`config.mk`:
```
export PLATFORM = sky130hd
export DESIGN_NAME = cordic_sin_cos_dac_gen_flat
export DESIGN_NICKNAME = d
export VERILOG_FILES = /design/src/rtl/cordic_sin_cos_dac_gen_if.sv /design/src/rtl/cordic_sin_cos_dac_gen.sv /design/src/flat_wrapper.sv
export SDC_FILE = /design/constraint.sdc
export NUM_CORES = 1
export LEC_CHECK = 0
export CAP_MARGIN = 10
export CORE_AREA = 2 2 155 157
export DETAILED_ROUTE_END_ITERATION = 12
export DIE_AREA = 0 0 157 159
export PLACE_DENSITY = 0.74
export SETUP_SLACK_MARGIN = 0.15
export SLEW_MARGIN = 10
export SYNTH_ARGS = -nofsm -noshare
export SYNTH_HDL_FRONTEND = slang
export SYNTH_SLANG_ARGS = --single-unit
```
`constraint.sdc`:
```
create_clock -name clk -period 6.7 [get_ports clk]
set_input_delay 0.67 -clock clk [delete_from_list [all_inputs] [get_ports clk]]
set_output_delay 0.67 -clock clk [all_outputs]
set_load 0.1 [all_outputs]
```
`src/rtl/cordic_sin_cos_dac_gen_if.sv`:
```
// Phase/mode inputs and dual serial DAC outputs of the CORDIC sine generator.
// The master side drives the phase; the slave side is the generator itself.
interface cordic_sin_cos_dac_gen_if #(
    parameter int PHASE_W = 16
);
    logic [PHASE_W-1:0] angle_in;
    logic               mode;
    logic               SCLK;
    logic               SDATA1;
    logic               SDATA2;
    logic               NSYNC;
    logic               frame_done;

    modport master (
        output angle_in, mode,
        input  SCLK, SDATA1, SDATA2, NSYNC, frame_done
    );

    modport slave (
        input  angle_in, mode,
        output SCLK, SDATA1, SDATA2, NSYNC, frame_done
    );
endinterface

```
`src/rtl/cordic_sin_cos_dac_gen.sv`:
```
// Free-running iterative CORDIC sin/cos generator streaming offset-binary codes to a dual
// serial DAC (SDATA1 = cos, SDATA2 = sin), with a static-angle mode and a phase-sweep mode.
module cordic_sin_cos_dac_gen #(
    parameter int PHASE_W = 16,
    parameter int DAC_W   = 12,
    parameter int ITER    = 14,
    parameter int CLK_DIV = 2
) (
    input logic                     clk,
    input logic                     rst,
    cordic_sin_cos_dac_gen_if.slave bus
);
    // x/y carry GRD guard bits below the DAC LSB so shift truncation stays sub-LSB.
    localparam int GRD   = 2;
    localparam int XY_W  = DAC_W + 3;
    localparam int IT_W  = $clog2(ITER) + 1;
    localparam int DIV_W = $clog2(2 * CLK_DIV) + 1;
    localparam int ASH   = 32 - PHASE_W;

    localparam longint X0_L = (longint'(2 ** (DAC_W - 1) - 1) * 607253 + 500000) / 1000000;
    localparam logic signed [XY_W-1:0] X0  = XY_W'(X0_L <<< GRD);
    localparam logic signed [XY_W-1:0] RND = XY_W'(2 ** (GRD - 1));

    typedef enum logic [2:0] {LOAD, CALC, CONV, SHIFT, QUIET} state_t;

    // atan(2^-i) in units of 2^-32 turn, rescaled and rounded to PHASE_W LSBs.
    function automatic logic signed [PHASE_W-1:0] atan_lsb(input logic [IT_W-1:0] i);
        longint t;
        case (int'(i))
            0:       t = 64'd536870912;
            1:       t = 64'd316933406;
            2:       t = 64'd167458907;
            3:       t = 64'd85004756;
            4:       t = 64'd42667331;
            5:       t = 64'd21354465;
            6:       t = 64'd10680862;
            7:       t = 64'd5340245;
            8:       t = 64'd2670163;
            9:       t = 64'd1335087;
            10:      t = 64'd667544;
            11:      t = 64'd333772;
            12:      t = 64'd166886;
            13:      t = 64'd83443;
            14:      t = 64'd41722;
            15:      t = 64'd20861;
            default: t = 64'd683565276 >> i;
        endcase
        t = (t + ((longint'(1) <<< ASH) >>> 1)) >>> ASH;
        return PHASE_W'(t);
    endfunction

    function automatic logic [15:0] to_frame(input logic signed [XY_W-1:0] v);
        logic signed [XY_W:0] c;
        c = {v[XY_W-1], v} + (XY_W + 1)'(2 ** (DAC_W - 1));
        if (c < 0) return 16'd0;
        if (c > (XY_W + 1)'(2 ** DAC_W - 1)) return 16'(2 ** DAC_W - 1);
        return 16'(c);
    endfunction

    state_t                    state_q;
    logic [PHASE_W-1:0]        acc_q;
    logic [1:0]                quad_q;
    logic signed [XY_W-1:0]    x_q, y_q;
    logic signed [PHASE_W-1:0] z_q;
    logic [IT_W-1:0]           iter_q;
    logic [DIV_W-1:0]          div_q;
    logic [3:0]                bit_q;
    logic [14:0]               sr1_q, sr2_q;
    logic                      sclk_q, sd1_q, sd2_q, nsync_q, done_q;

    logic [PHASE_W-1:0]        phase_d;
    logic signed [XY_W-1:0]    xr_d, yr_d, cos_d, sin_d;
    logic [15:0]               frame1_d, frame2_d;

    // NOTE: every always_comb output gets a default first, so no path can infer a latch.
    always_comb begin
        phase_d = bus.mode ? acc_q : bus.angle_in;
        xr_d    = (x_q + RND) >>> GRD;
        yr_d    = (y_q + RND) >>> GRD;
        cos_d   = xr_d;
        sin_d   = yr_d;
        case (quad_q)
            2'd1:    begin cos_d = -yr_d; sin_d = xr_d;  end
            2'd2:    begin cos_d = -xr_d; sin_d = -yr_d; end
            2'd3:    begin cos_d = yr_d;  sin_d = -xr_d; end
            default: begin cos_d = xr_d;  sin_d = yr_d;  end
        endcase
        frame1_d = to_frame(cos_d);
        frame2_d = to_frame(sin_d);
    end

    // NOTE: sequential state uses non-blocking assignments so all registers update together.
    always_ff @(posedge clk or negedge rst) begin
        if (!rst) begin
            state_q <= LOAD;
            acc_q   <= '0;
            quad_q  <= '0;
            x_q     <= '0;
            y_q     <= '0;
            z_q     <= '0;
            iter_q  <= '0;
            div_q   <= '0;
            bit_q   <= '0;
            sr1_q   <= '0;
            sr2_q   <= '0;
            sclk_q  <= 1'b1;
            sd1_q   <= 1'b0;
            sd2_q   <= 1'b0;
            nsync_q <= 1'b1;
            done_q  <= 1'b0;
        end else begin
            done_q <= 1'b0;
            case (state_q)
                LOAD: begin
                    acc_q   <= bus.mode ? acc_q + bus.angle_in : bus.angle_in;
                    quad_q  <= phase_d[PHASE_W-1 -: 2];
                    z_q     <= {2'b00, phase_d[PHASE_W-3:0]};
                    x_q     <= X0;
                    y_q     <= '0;
                    iter_q  <= '0;
                    state_q <= CALC;
                end
                CALC: begin
                    if (!z_q[PHASE_W-1]) begin
                        x_q <= x_q - (y_q >>> iter_q);
                        y_q <= y_q + (x_q >>> iter_q);
                        z_q <= z_q - atan_lsb(iter_q);
                    end else begin
                        x_q <= x_q + (y_q >>> iter_q);
                        y_q <= y_q - (x_q >>> iter_q);
                        z_q <= z_q + atan_lsb(iter_q);
                    end
                    iter_q <= iter_q + IT_W'(1);
                    if (iter_q == IT_W'(ITER - 1)) state_q <= CONV;
                end
                CONV: begin
                    sr1_q   <= frame1_d[14:0];
                    sr2_q   <= frame2_d[14:0];
                    sd1_q   <= frame1_d[15];
                    sd2_q   <= frame2_d[15];
                    nsync_q <= 1'b0;
                    sclk_q  <= 1'b1;
                    div_q   <= '0;
                    bit_q   <= '0;
                    state_q <= SHIFT;
                end
                SHIFT: begin
                    div_q <= div_q + DIV_W'(1);
                    if (div_q == DIV_W'(CLK_DIV - 1)) sclk_q <= 1'b0;
                    if (div_q == DIV_W'(2 * CLK_DIV - 1)) begin
                        div_q  <= '0;
                        sclk_q <= 1'b1;
                        if (bit_q == 4'd15) begin
                            nsync_q <= 1'b1;
                            sd1_q   <= 1'b0;
                            sd2_q   <= 1'b0;
                            state_q <= QUIET;
                        end else begin
                            bit_q <= bit_q + 4'd1;
                            sd1_q <= sr1_q[14];
                            sd2_q <= sr2_q[14];
                            sr1_q <= {sr1_q[13:0], 1'b0};
                            sr2_q <= {sr2_q[13:0], 1'b0};
                        end
                    end
                end
                QUIET: begin
                    div_q <= div_q + DIV_W'(1);
                    if (div_q == DIV_W'(2 * CLK_DIV - 1)) begin
                        div_q   <= '0;
                        done_q  <= 1'b1;
                        state_q <= LOAD;
                    end
                end
                default: state_q <= LOAD;
            endcase
        end
    end

    assign bus.SCLK       = sclk_q;
    assign bus.SDATA1     = sd1_q;
    assign bus.SDATA2     = sd2_q;
    assign bus.NSYNC      = nsync_q;
    assign bus.frame_done = done_q;
endmodule

```
`src/flat_wrapper.sv`:
```
// flat-port wrapper written by rule: the top's interface ports become plain ports
module cordic_sin_cos_dac_gen_flat 
#(
    parameter int PHASE_W = 16,
    parameter int DAC_W   = 12,
    parameter int ITER    = 14,
    parameter int CLK_DIV = 2
)
  (clk, rst, bus_angle_in, bus_mode, bus_SCLK, bus_SDATA1, bus_SDATA2, bus_NSYNC, bus_frame_done);
  cordic_sin_cos_dac_gen_if #(.PHASE_W(PHASE_W)) bus_i ();
  input logic clk;
  input logic rst;
  input wire logic [$bits(bus_i.angle_in)-1:0] bus_angle_in;
  input wire logic [$bits(bus_i.mode)-1:0] bus_mode;
  output wire logic [$bits(bus_i.SCLK)-1:0] bus_SCLK;
  output wire logic [$bits(bus_i.SDATA1)-1:0] bus_SDATA1;
  output wire logic [$bits(bus_i.SDATA2)-1:0] bus_SDATA2;
  output wire logic [$bits(bus_i.NSYNC)-1:0] bus_NSYNC;
  output wire logic [$bits(bus_i.frame_done)-1:0] bus_frame_done;
  assign bus_i.angle_in = bus_angle_in;
  assign bus_i.mode = bus_mode;
  assign bus_SCLK = bus_i.SCLK;
  assign bus_SDATA1 = bus_i.SDATA1;
  assign bus_SDATA2 = bus_i.SDATA2;
  assign bus_NSYNC = bus_i.NSYNC;
  assign bus_frame_done = bus_i.frame_done;
  cordic_sin_cos_dac_gen #(.PHASE_W(PHASE_W), .DAC_W(DAC_W), .ITER(ITER), .CLK_DIV(CLK_DIV)) u_core (.clk(clk), .rst(rst), .bus(bus_i));
endmodule
```
**Word level (Yosys, flattened, before mapping)**

Index checks and enable logic that the tools add are counted.

- Register bits: 114
- Latch bits: 0
- RAM bits: 0
- Memory bits (read-only): 0
- Output and inout port bits: 5
- Logic and storage cells: 143
- Memories kept: 0

- Add/sub/neg operators: 18
- Multiply operators: 0
- Divide/modulo/power cells: 0
- Order comparisons: 4
- Equality and inequality tests: 31
- Shift-type cells: 3
- Mux-type cells: 60
- Bitwise logic cells: 0
- Reductions and logical operators: 11

Operators with widths:

| operator | number |
|---|---|
| $pmux 32 s16 | 1 |
| $mux 16 | 11 |
| $mux 32 | 4 |
| $pmux 15 s2 | 4 |
| $mux 15 | 6 |
| $pmux 15 s3 | 2 |
| $add 32x17->32 const B | 2 |
| $eq 5x4->1 const B | 8 |
| $add 15x13->16 const B | 2 |
| $add 16x16->16 | 2 |
| $gt 16x13->1 const B | 2 |
| $lt 16x1->1 const B | 2 |
| $pmux 16 s2 | 1 |
| $shr 30x5->32 const A | 1 |
| $add 15x15->15 | 2 |
| $add 15x3->15 const B | 2 |
| $neg 13->15 | 2 |
| $sshr 15x5->15 | 2 |
| $sub 15x15->15 | 2 |
| $eq 5x3->1 const B | 4 |
| $mux 1 | 16 |
| $sub 16x16->16 | 1 |
| $mux 3 | 5 |
| $pmux 3 s5 | 1 |
| other kinds (26) | 42 |

**Logic depth before layout (Yosys ltp)**

Gate-level depths: netlist (run 1).

- Depth in word-level cells: 10
- Gate-level depth with buffers: 31
- Depth with buffers taken out: 28

**Worst setup path before layout (run 1)**

No wires, ideal clock.

- Path kind: flip-flop to flip-flop
- Start: reg u_core.iter_q[1]
- End: reg u_core.z_q[15]
- Library setup time: 0.138 ns
- Arrival time: 5.330 ns
- Data required time: 6.562 ns
- Setup slack: 1.232 ns
- Cell stages (with the launch flop): 24
- Buffers on the path: 3
- Clock period less this slack: 5.468 ns
- Cell sequence: dfrtp_1 > buf_2 > inv_1 > buf_2 > ha_1 > buf_1 > nand2_1 > a311oi_1 > a21boi_2 > or3_1 > a211o_1 > a21oi_1 > nor3_1 > a221oi_1 > xnor2_1 > ha_1 > o41a_1 > a41o_1 > a211oi_1 > o21ai_0 > a21o_1 > a21oi_1 > mux2i_1 > o22ai_1

- Longest elaborated chain between the ends: 8
- Elaborated cells on any way between the ends: 28

Ends and longest elaborated chain:

| element | line | source |
|---|---|---|
| start, declared | cordic_sin_cos_dac_gen.sv:65 | `logic [IT_W-1:0] iter_q;` |
| start signal, assigned | cordic_sin_cos_dac_gen.sv:133 | `iter_q <= iter_q + IT_W'(1);` |
| $shr 30x5->32, or another cell as far along | cordic_sin_cos_dac_gen.sv:46 | `default: t = 64'd683565276 >> i;` |
| $pmux 32 s16 * | cordic_sin_cos_dac_gen.sv:29 | `case (int'(i))` |
| $mux 32 | cordic_sin_cos_dac_gen.sv:124 | `if (!z_q[PHASE_W-1]) begin` |
| $mux 32 | cordic_sin_cos_dac_gen.sv:113 | `case (state_q)` |
| $add 32x17->32 | cordic_sin_cos_dac_gen.sv:48 | `t = (t + ((longint'(1) <<< ASH) >>> 1)) >>> ASH;` |
| $sub 16x16->16 / $add 16x16->16 (equally long branches) | cordic_sin_cos_dac_gen.sv:127, cordic_sin_cos_dac_gen.sv:131 |  |
| $mux 16 * | cordic_sin_cos_dac_gen.sv:124 |  |
| $pmux 16 s2 * | cordic_sin_cos_dac_gen.sv:113 |  |
| end signal, assigned | cordic_sin_cos_dac_gen.sv:117 | `z_q <= {2'b00, phase_d[PHASE_W-3:0]};` |
| end signal, assigned | cordic_sin_cos_dac_gen.sv:127 | `z_q <= z_q - atan_lsb(iter_q);` |
| end signal, assigned | cordic_sin_cos_dac_gen.sv:131 | `z_q <= z_q + atan_lsb(iter_q);` |
| end, declared | cordic_sin_cos_dac_gen.sv:64 | `logic signed [PHASE_W-1:0] z_q;` |

Every way passes the cells marked *; elsewhere a longest branch is shown, timed or not. The select of a mux whose other input is x is not followed.
A chain may end at the register's enable or synchronous reset.

**Worst setup path in the final report (run 1)**

- Start: reg u_core.iter_q[0]
- End: reg u_core.z_q[15]

The elaborated chain is that of the path after synthesis.

==> results of run 1 <==
## routing by layer
metal  share of wire [%]  GRT usage (%)  up-vias
met3                 5.7          4.409      112
met4                 4.2          13.09        0
met2                  47          48.78      459
met1                  43          39.68     6086
met5                   0              0        -
li1                    -              -     6095
## where the power goes
part / total, µW / internal [µW] / switching [µW]
logic: 3130 / 1370 / 1760
registers: 1340 / 878 / 466
clock network: 965 / 590 / 375
total: 5440 / 2840 / 2600
## per-stage QoR
stage	power (µW)	cell area, µm²	instances	worst slack (ns)
2_1_floorplan	3695	13230	1701	1.232
3_3_place_gp	4301	13510	1946	0.8925
3_5_place_dp	4392	13510	1946	0.8217
4_1_cts	5391	14120	1978	0.7897
5_1_grt	5844	14120	1978	0.2168
6_report	5441	14120	1978	0.7548
## final timing paths
| check | to | slack, ns | cells past startpoint |
|---|---|---|---|
| max in group asynchronous | u_core.iter_q[2]$_DFFE_PN0P_ | 5.00 | 2 |
| hold / removal | u_core.sr1_q[12]$_DFFE_PN0P_ | 0.33 | 1 |
| hold reg to reg | u_core.bus.SCLK$_DFFE_PN1P_ | 0.48 | 2 |
| min in group clk | u_core.bus.SCLK$_DFFE_PN1P_ | 0.48 | 2 |
| setup reg to reg | u_core.z_q[15]$_DFFE_PN0P_ | 0.75 | 23 |
| setup / recovery | u_core.z_q[15]$_DFFE_PN0P_ | 0.75 | 23 |
## logic make-up after synthesis
family / Yosys count
DFF: 114
and+or+nand+nor: 568
xor gates and xnor gates: 141
muxes: 81
adders and majority gates: 85
buffers and inverters: 172
AOI/OAI and AO/OA: 540
## area by class of cell
class	instances	area share, %
timing repair buffer	49	2.996
inverter	49	1.303
tap	319	2.827
sequential	114	20.24
clock buffer	18	3.040
clock inverter	14	1.267
multi-input combinational	1415	68.32
## cell usage in the layout (no fill, tap or decap), types with 8 or more instances in the layout
cell type / n
o21ai_0: 110
clkdlybuf4s50_1: 22
nand2_1: 174
mux2i_1: 35
ha_1: 81
dfrtp_1: 110
mux2_2: 24
or3_1: 14
o21bai_1: 8
nor3_1: 28
and2_1: 15
o22ai_1: 18
nor4_1: 11
nor2b_1: 33
nand2b_1: 18
o211ai_1: 19
o21ai_1: 21
a211o_1: 11
nor2_1: 138
o31ai_1: 14
a31oi_1: 40
a21oi_1: 161
a21o_1: 19
nand3_1: 58
and3_1: 21
a211oi_1: 17
nand4_1: 14
or2_2: 9
clkbuf_16: 17
inv_1: 46
o21a_1: 9
xnor2_1: 96
buf_4: 27
a221oi_1: 11
xor2_1: 45
mux4_2: 22
## flip-flops by register name (all words and copies together) (netlist names), 2 cells and up
| register | cells |
|---|---|
| u_core.iter_q | 5 |
| u_core.y_q | 15 |
| u_core.z_q | 16 |
| u_core.x_q | 15 |
| u_core.sr2_q | 15 |
| u_core.div_q | 3 |
| u_core.bit_q | 4 |
| u_core.sr1_q | 15 |
| u_core.state_q | 3 |
| u_core.quad_q | 2 |
| u_core.acc_q | 16 |
## synthesized netlist by cell type (29+ instances only)
cell,count,share of area (%)
o21ai_0,110,4.2
nor3_1,29,1.1
xnor2_1,96,6.4
nor2b_1,33,1.6
a21oi_1,161,6.1
ha_1,81,7.7
a31oi_1,40,1.9
nand3_1,58,2.2
inv_1,46,1.3
xor2_1,45,3.0
mux2i_1,35,2.6
nor2_1,140,4.0
dfrtp_1,112,21
clkbuf_1,73,2.1
nand2_1,174,4.9
==> reports/qor.yml, run 1 <==
synth:
  synth_edf_count: 0
  synth_flop_cell: "dfrtp_1"
  synth_seq_cells: 114
  synth_adder_area_share_pct: 8.263
  synth_nets: 1805
  synth_mux_area_share_pct: 8.433
  avgSynthCellArea_um2: 7.780
  synthSimpleGateAreaFrac_pct: 20.74
  syn_inst: 1701
  synth_top_family_by_area: "compound AO/OA/AOI/OAI gates"
  synth-compound-area-share_pct: 25.99
  synthArstFlopShare_pct: 100.0
  synth-xor-area-share_pct: 9.332
  yosysSeqAreaShare_pct: 21.58
  yosys_warnings: 0
  synthDistinctLibCells: 91
  synth_area_mm2: 0.01323
worst_setup_path:
  reg2reg_from: "u_core.iter_q[0]$_DFFE_PN0P_"
  crit_chain: "ha_1 -> buf_4 -> inv_2 -> nor2_1 -> ha_1 -> o31ai_1 -> o21a_1 -> o211ai_4 -> nor4_4 -> o21ai_0 -> a21oi_1 -> nor3_1 -> a221oi_1 -> xnor2_1 -> ha_1 -> o41a_1 -> a41o_1 -> a211oi_1 -> o21ai_0 -> a21o_1 -> a21oi_1 -> mux2i_1 -> o22ai_1"
  startpoint_type: "register"
  crit_required_ns: 6.99
  crit_top_cell: "ha_1"
  arrival_ns: 6.23
  endpoint_kind: "register"
  critical_path_class: "register to register"
  slowest_stage: "dfrtp_2"
  critPathLaunch: "u_core.iter_q[0]$_DFFE_PN0P_"
  critPathMaxFanout: 13
  critPathMaxStageDelay_ns: 0.49
  cp.buffers_inverters: 2
  critPathTopFamily: "compound AO/OA/AOI/OAI gates"
die:
  core_mm2: 0.02319
  die_area_mm2: 0.02496
  fp-row-count: 56
  design.portCount: 24
  dieWidth_um: 157
  initial_core_util_pct: 57.06
  die_height_um: 159
timing:
  max_clock_freq_mhz: 168.2
  rsz0062_at_grt: "no"
  setup_viol: 0
  max_slew.worst_pin.slew_ns: 1.064
  timing.final.max_slew_violations: 0
  setup_tns_ns: 0
  hold_viol: 0
  fin_crit_ns: 5.945
  fin_crit_sh_pct: 88.73
  hold_slack_ns: 0.3286
  relSlewSlack_pct: 28.76
  fin_skew_ns: 0.01466
layout:
  area_delta_synth_final_pct: 6.675
  n_antenna_cell: 0
  multiInputGateArea_mm2: 0.009646
  drive_above_1_share_pct: 9.102
  fin_util_pct: 60.87
  n_fill_cell: 2074
  nNetsFinal: 1750
  seq_area_mm2: 0.002858
clock_tree:
  cts_setup_buffers: 0
  clkLatencyLatePin_ns: 0.43
  tritoncts: "yes"
  cts.sinks: 114
  cts_resized: 0
  clockBufferDepth: 2
  root_buffer: "clkbuf_16"
  cts-buffers-inserted: 17
  htreeDepth: 4
  cts_hold_buffers: 0
  clkSlewWorstSetupHoldPaths_ns: 0.07
global_routing:
  track_usage_pct: 30.02
  grt_first_pass_wirelength_mm: 60.78
  antenna_found_initial: 0
  grt_pass1_vias: 11910
  grt_max_degree: 59
  grt_overflow: 0
detailed_routing:
  via_count: 12750
  dr.pass1.iters: 7
  drt-total-wl_mm: 37.30
  ant_nets: 0
  drc_errors: 0
  wl_per_cell_um: 18.86
  drtIter0Drc: 970
  vias_per_cell: 6.447
place:
  hpwl_mm: 26.50
  routabilityCongestion: 0.9542
  port_buffers: 23
flow_run:
  maxCapViolCount: 0
power_and_ir_drop:
  ir_worst_vdd_uv: 199.7
  leakage_uw: 0.005803
  p_per_area_mw_per_mm2: 385.4
min_path:
  hold_path.class: "input pin to async pin"
outcome:
  status: "finished, final reports clean"
Power figures use the tool's default switching activity.
==> run 2, diff against run 1 <==
SLEW_MARGIN = 20   (was 10)
==> reports/qor.yml, run 2 (same netlist as run 1, synthesis figures left out) <==
outcome:
  status: "finished, final reports clean"
timing:
  rsz0062_at_grt: "no"
  max_clock_freq_mhz: 167.9  # -0.17%
  timing.final.max_slew_violations: 0  # unchanged
  fin_crit_sh_pct: 88.88  # +0.15 points
  fin_skew_ns: 0.01474  # +0.00007180 ns
  relSlewSlack_pct: 34.42  # +5.7 points
  setup_tns_ns: 0  # unchanged
  max_slew.worst_pin.slew_ns: 0.9837  # -0.07988 ns
  hold_viol: 0  # unchanged
  setup_viol: 0  # unchanged
  fin_crit_ns: 5.955  # +0.01003 ns
power_and_ir_drop:
  p_per_area_mw_per_mm2: 385.7  # about the same
  leakage_uw: 0.005803  # about the same
  ir_worst_vdd_uv: 200.9  # +0.58%
global_routing:
  grt_first_pass_wirelength_mm: 60.78  # unchanged
  grt_max_degree: 59  # unchanged
  track_usage_pct: 30.02  # unchanged
  grt_overflow: 0  # unchanged
  antenna_found_initial: 0  # unchanged
  grt_pass1_vias: 11910  # unchanged
die:
  dieWidth_um: 157  # unchanged
  die_area_mm2: 0.02496  # unchanged
  die_height_um: 159  # unchanged
  fp-row-count: 56  # unchanged
  design.portCount: 24  # unchanged
  core_mm2: 0.02319  # unchanged
  initial_core_util_pct: 57.06  # unchanged
clock_tree:
  cts_resized: 0  # unchanged
  root_buffer: "clkbuf_16"
  clkSlewWorstSetupHoldPaths_ns: 0.07  # about the same
  cts-buffers-inserted: 17  # unchanged
  cts.sinks: 114  # unchanged
  htreeDepth: 4  # unchanged
  tritoncts: "yes"
  clkLatencyLatePin_ns: 0.43  # about the same
  cts_hold_buffers: 0  # unchanged
  clockBufferDepth: 2  # unchanged
  cts_setup_buffers: 0  # unchanged
detailed_routing:
  ant_nets: 0  # unchanged
  drtIter0Drc: 972  # +0.21%
  wl_per_cell_um: 18.90  # +0.25%
  vias_per_cell: 6.445  # about the same
  drt-total-wl_mm: 37.39  # +0.25%
  drc_errors: 0  # unchanged
  via_count: 12750  # -0.024%
  dr.pass1.iters: 6  # -1
worst_setup_path:
  crit_required_ns: 6.99  # about the same
  r2r-end: "u_core.z_q[15]$_DFFE_PN0P_"
  arrival_ns: 6.24  # about the same
  critPathMaxStageDelay_ns: 0.49  # about the same
  critical_path_class: "register to register"
  slowest_stage: "dfrtp_2"
  crit_chain: "ha_1 -> buf_4 -> inv_2 -> nor2_1 -> ha_1 -> o31ai_1 -> o21a_1 -> o211ai_4 -> nor4_4 -> o21ai_0 -> a21oi_1 -> nor3_1 -> a221oi_1 -> xnor2_1 -> ha_1 -> o41a_1 -> a41o_1 -> a211oi_1 -> o21ai_0 -> a21o_1 -> a21oi_1 -> mux2i_1 -> o22ai_1"
  startpoint_type: "register"
  reg2reg_from: "u_core.iter_q[0]$_DFFE_PN0P_"
  reg2reg_slack_ns: 0.74  # about the same
  endpoint_kind: "register"
  critPathMaxFanout: 13  # unchanged
  reg2reg_depth: 23  # unchanged
  critPathLaunch: "u_core.iter_q[0]$_DFFE_PN0P_"
  crit_top_cell: "ha_1"
layout:
  layout_common_cells: "174 x nand2_1, 161 x a21oi_1, 138 x nor2_1"
  final_common_cell: "nand2_1"
  design_area_mm2: 0.01412  # about the same
  drive_above_1_share_pct: 9.162  # +0.060 points
  nNetsFinal: 1750  # unchanged
  top_regs: "u_core.acc_q (16), u_core.z_q (16)"
  area_delta_synth_final_pct: 6.722  # about the same
  n_antenna_cell: 0  # unchanged
min_path:
  hold_path.class: "input pin to async pin"
flow_run:
  maxCapViolCount: 0  # unchanged
place:
  post_dp_cell_area_mm2: 0.01351  # unchanged
  port_buffers: 23  # unchanged
  routabilityCongestion: 0.9542  # unchanged
  hpwl_mm: 26.50  # unchanged
## run 2: cell types whose count changed in the layout (fill, tap and decap cells not counted)
cell	change
a31oi_1	-1
a31oi_2	+1
## run 2: per-layer routing
metal	global-route usage [%]	vias to the layer above	routed length, µm
met3	4.409	116	2100
met5	0	-	0
met1	39.68	6091	16210
li1	-	6095	-
met2	48.78	447	17520
met4	13.09	0	1567
## run 2: area by class of cell
cell class | count | area (µm²)
sequential | 114 | 2858
timing repair buffer | 49 | 422.9
multi-input combinational | 1415 | 9652
clock inverter | 14 | 178.9
clock buffer | 18 | 429.2
fill | 2075 | 9069
tap | 319 | 399.1
inverter | 49 | 183.9
## run 2: metrics by stage
| stage | instances | worst slack [ns] | hold WS, ns | utilization, % | total power [µW] |
|---|---|---|---|---|---|
| final | 1978 | 0.7448 | 0.3260 | 60.90 | 5447 |
| after global routing | 1978 | 0.2168 | 0.3948 | 60.90 | 5848 |
| after CTS | 1978 | 0.7897 | 0.3582 | 60.87 | 5391 |
| after detailed placement | 1946 | 0.8217 | 0.4658 | 58.25 | 4392 |
| after global placement | 1946 | 0.8925 | 0.4492 | 58.25 | 4301 |
| after floorplan | 1701 | 1.232 | 0.3744 | - | 3695 |
## run 2: where the power goes
part           switching (µW)  internal [µW]  total [µW]
Clock                     377            590         967
Sequential                467            878        1350
Combinational            1760           1370        3130
Total                    2610           2840        5450
## run 2: worst max-delay path: cells and delay by family, from the launching register on
| kind | cells | cell delay, ns |
|---|---|---|
| compound gates | 13 | 3.37 |
| fa+ha+maj | 3 | 0.73 |
| simple gates | 3 | 0.59 |
| flops | 1 | 0.49 |
| buf+inv | 2 | 0.31 |
| mux | 1 | 0.21 |
| xor+xnor | 1 | 0.12 |
## run 2: worst max path at each step
stage	end	slack, ns	cells past startpoint
5_1_grt	u_core.z_q[15]$_DFFE_PN0P_	0.22	21
4_1_cts	u_core.z_q[15]$_DFFE_PN0P_	0.79	23
3_5_place_dp	u_core.z_q[15]$_DFFE_PN0P_	0.82	23
2_1_floorplan	u_core.z_q[15]$_DFFE_PN0P_	1.23	23
6_report	u_core.z_q[15]$_DFFE_PN0P_	0.74	23
3_3_place_gp	u_core.z_q[15]$_DFFE_PN0P_	0.89	21
==> run 3, diff against run 2 <==
CAP_MARGIN = 20   (was 10)
CORE_AREA = 2 2 146 148   (was 2 2 155 157)
DIE_AREA = 0 0 148 150   (was 0 0 157 159)
PLACE_DENSITY = 0.82   (was 0.74)
==> reports/qor.yml, run 3 (same netlist as run 1, synthesis figures left out) <==
outcome:
  status: "finished, final reports clean"
detailed_routing:
  dr.pass1.iters: 6  # unchanged
  drtIter0Drc: 1050  # +8.0%
  via_count: 12650  # -0.79%
  drt-total-wl_mm: 36.77  # -1.7%
  vias_per_cell: 6.540  # +1.5%
  ant_nets: 0  # unchanged
  drc_errors: 0  # unchanged
  wl_per_cell_um: 19.01  # +0.56%
global_routing:
  grt_pass1_vias: 11830  # -0.68%
  grt_max_degree: 66  # +12%
  grt_overflow: 0  # unchanged
  grt_first_pass_wirelength_mm: 60.45  # -0.55%
  track_usage_pct: 33.48  # +3.5 points
  antenna_found_initial: 0  # unchanged
timing:
  fin_crit_sh_pct: 90.63  # +1.7 points
  setup_tns_ns: 0  # unchanged
  max_clock_freq_mhz: 164.7  # -1.9%
  max_slew.worst_pin.slew_ns: 1.003  # +0.01885 ns
  fin_crit_ns: 6.072  # +0.1170 ns
  relSlewSlack_pct: 32.85  # -1.6 points
  rsz0062_at_grt: "no"
  hold_viol: 0  # unchanged
  setup_viol: 0  # unchanged
  timing.final.max_slew_violations: 0  # unchanged
  fin_skew_ns: 0.01293  # -0.001811 ns
worst_setup_path:
  critPathMaxFanout: 17  # +4
  reg2reg_slack_ns: 0.63  # -0.12 ns
  crit_chain: "inv_2 -> ha_1 -> nor3b_1 -> a211oi_1 -> a21oi_2 -> a2bb2oi_2 -> nor4_4 -> o21ai_0 -> a21oi_1 -> nor3_1 -> a221oi_1 -> xnor2_1 -> ha_1 -> o41a_1 -> a41o_1 -> a211oi_1 -> o21ai_0 -> a21o_1 -> a21oi_1 -> mux2i_1 -> o22ai_1"
  slowest_stage: "dfrtp_2"
  crit_required_ns: 6.98  # about the same
  endpoint_kind: "register"
  critPathMaxStageDelay_ns: 0.57  # +0.08 ns
  cp.depth: 21  # -8.7%
  reg2reg_depth: 21  # -8.7%
  startpoint_type: "register"
  arrival_ns: 6.35  # +0.11 ns
  critPathTopFamily: "compound AO/OA/AOI/OAI gates"
  cp.buffers_inverters: 1  # -1
  critical_path_class: "register to register"
layout:
  drive_above_1_share_pct: 9.222  # +0.060 points
  layout_common_cells: "174 x nand2_1, 161 x a21oi_1, 138 x nor2_1"
  area_delta_synth_final_pct: 6.392
  final_common_cell: "nand2_1"
  n_antenna_cell: 0  # unchanged
  nNetsFinal: 1750  # unchanged
  design_area_mm2: 0.01408  # -0.31%
  top_regs: "u_core.acc_q (16), u_core.z_q (16)"
  fin_util_pct: 68.05  # +7.2 points
clock_tree:
  tritoncts: "yes"
  clkLatencyLatePin_ns: 0.43  # about the same
  cts-buffers-inserted: 17  # unchanged
  clockBufferDepth: 2  # unchanged
  root_buffer: "clkbuf_16"
  cts.sinks: 114  # unchanged
  clkSlewWorstSetupHoldPaths_ns: 0.07  # about the same
  htreeDepth: 4  # unchanged
place:
  hpwl_mm: 26.32  # -0.69%
  post_dp_cell_area_mm2: 0.01345  # -0.41%
  port_buffers: 23  # unchanged
  routabilityCongestion: 0.9626  # +0.88%
power_and_ir_drop:
  leakage_uw: 0.005812  # +0.15%
  seqPwrFrac_pct: 24.6  # about the same
  p_sw_uw: 2581  # -0.96%
  p_per_area_mw_per_mm2: 385.6  # about the same
  p_sw_share_pct: 47.54  # -0.30 points
  ir_worst_vdd_uv: 263.5  # +31%
  pwr-share-comb_pct: 57.1  # -0.4 points
  intPower_uw: 2848  # +0.26%
  power.share.clock_pct: 18.3  # +0.5 points
min_path:
  hold_path.class: "input pin to async pin"
die:
  design.portCount: 24  # unchanged
  die_height_um: 150  # -5.7%
  core_mm2: 0.02069  # -11%
  initial_core_util_pct: 63.96  # +6.9 points
  dieWidth_um: 148  # -5.7%
  die_area_mm2: 0.02220  # -11%
  fp-row-count: 53  # -5.4%
flow_run:
  maxCapViolCount: 0  # unchanged
==> run 3: cell type report <==
type	instances	area, µm²
Timing Repair Buffer	49	422.9
Clock inverter	15	197.7
Sequential cell	114	2858
Clock buffer	17	425.4
Tap cell	275	344.1
Inverter	49	183.9
Multi-Input combinational cell	1415	9648
Fill cell	1708	6610
==> run 3: power by group through the flow <==
stage               Clock, µW  Combinational (µW)  Sequential [µW]
finish                    991                3100             1340
global placement            0                2960             1320
detailed placement          0                3050             1330
floorplan                   0                2640             1060
global route             1020                3440             1370
CTS                       999                3070             1320
==> run 3: metrics by stage <==
| step | power (µW) | worst slack, ns | cells | hold slack [ns] |
|---|---|---|---|---|
| detailed placement | 4375 | 0.5860 | 1902 | 0.4647 |
| CTS | 5388 | 0.5683 | 1934 | 0.2816 |
| finish | 5429 | 0.6278 | 1934 | 0.2653 |
| floorplan | 3695 | 1.232 | 1701 | 0.3744 |
| global placement | 4277 | 0.7724 | 1902 | 0.4502 |
| global route | 5834 | 0.1743 | 1934 | 0.3217 |
==> run 3: final timing paths <==
path | startpoint | to
max | u_core.iter_q[0]$_DFFE_PN0P_ | u_core.z_q[15]$_DFFE_PN0P_
min | rst | u_core.sr2_q[11]$_DFFE_PN0P_
max reg2reg | u_core.iter_q[0]$_DFFE_PN0P_ | u_core.z_q[15]$_DFFE_PN0P_
min reg2reg | u_core.bus.SCLK$_DFFE_PN1P_ | u_core.bus.SCLK$_DFFE_PN1P_
max in group asynchronous | rst | u_core.iter_q[0]$_DFFE_PN0P_
min in group clk | u_core.bus.SCLK$_DFFE_PN1P_ | u_core.bus.SCLK$_DFFE_PN1P_
==> run 3: metal layers <==
metal | wire, µm | share of wire (%) | GRT usage [%] | vias to the layer above
li1 | - | - | - | 6111
met5 | 0 | 0 | 0 | -
met1 | 15580 | 42 | 43.72 | 5973
met2 | 17780 | 48 | 56.02 | 473
met4 | 1196 | 3.3 | 13.43 | 0
met3 | 2207 | 6.0 | 4.939 | 91
==> run 3: worst register-to-register path, stage by stage (launching register included) <==
cell,delay [ns]
dfrtp_2,0.57
inv_2,0.15
ha_1,0.45
nor3b_1,0.44
a211oi_1,0.21
a21oi_2,0.31
a2bb2oi_2,0.17
nor4_4,0.52
o21ai_0,0.24
a21oi_1,0.24
nor3_1,0.07
a221oi_1,0.28
xnor2_1,0.13
ha_1,0.24
o41a_1,0.46
a41o_1,0.26
a211oi_1,0.33
o21ai_0,0.14
a21o_1,0.18
a21oi_1,0.21
mux2i_1,0.23
o22ai_1,0.10
==> run 3: timing repair <==
item                                    in CTS  in global routing
setup buffers                                0                  0
hold endpoints to repair                     0                  0
hold buffers                                 0                  0
endpoints found under the setup margin       0                  1
resized for setup                            0                  1
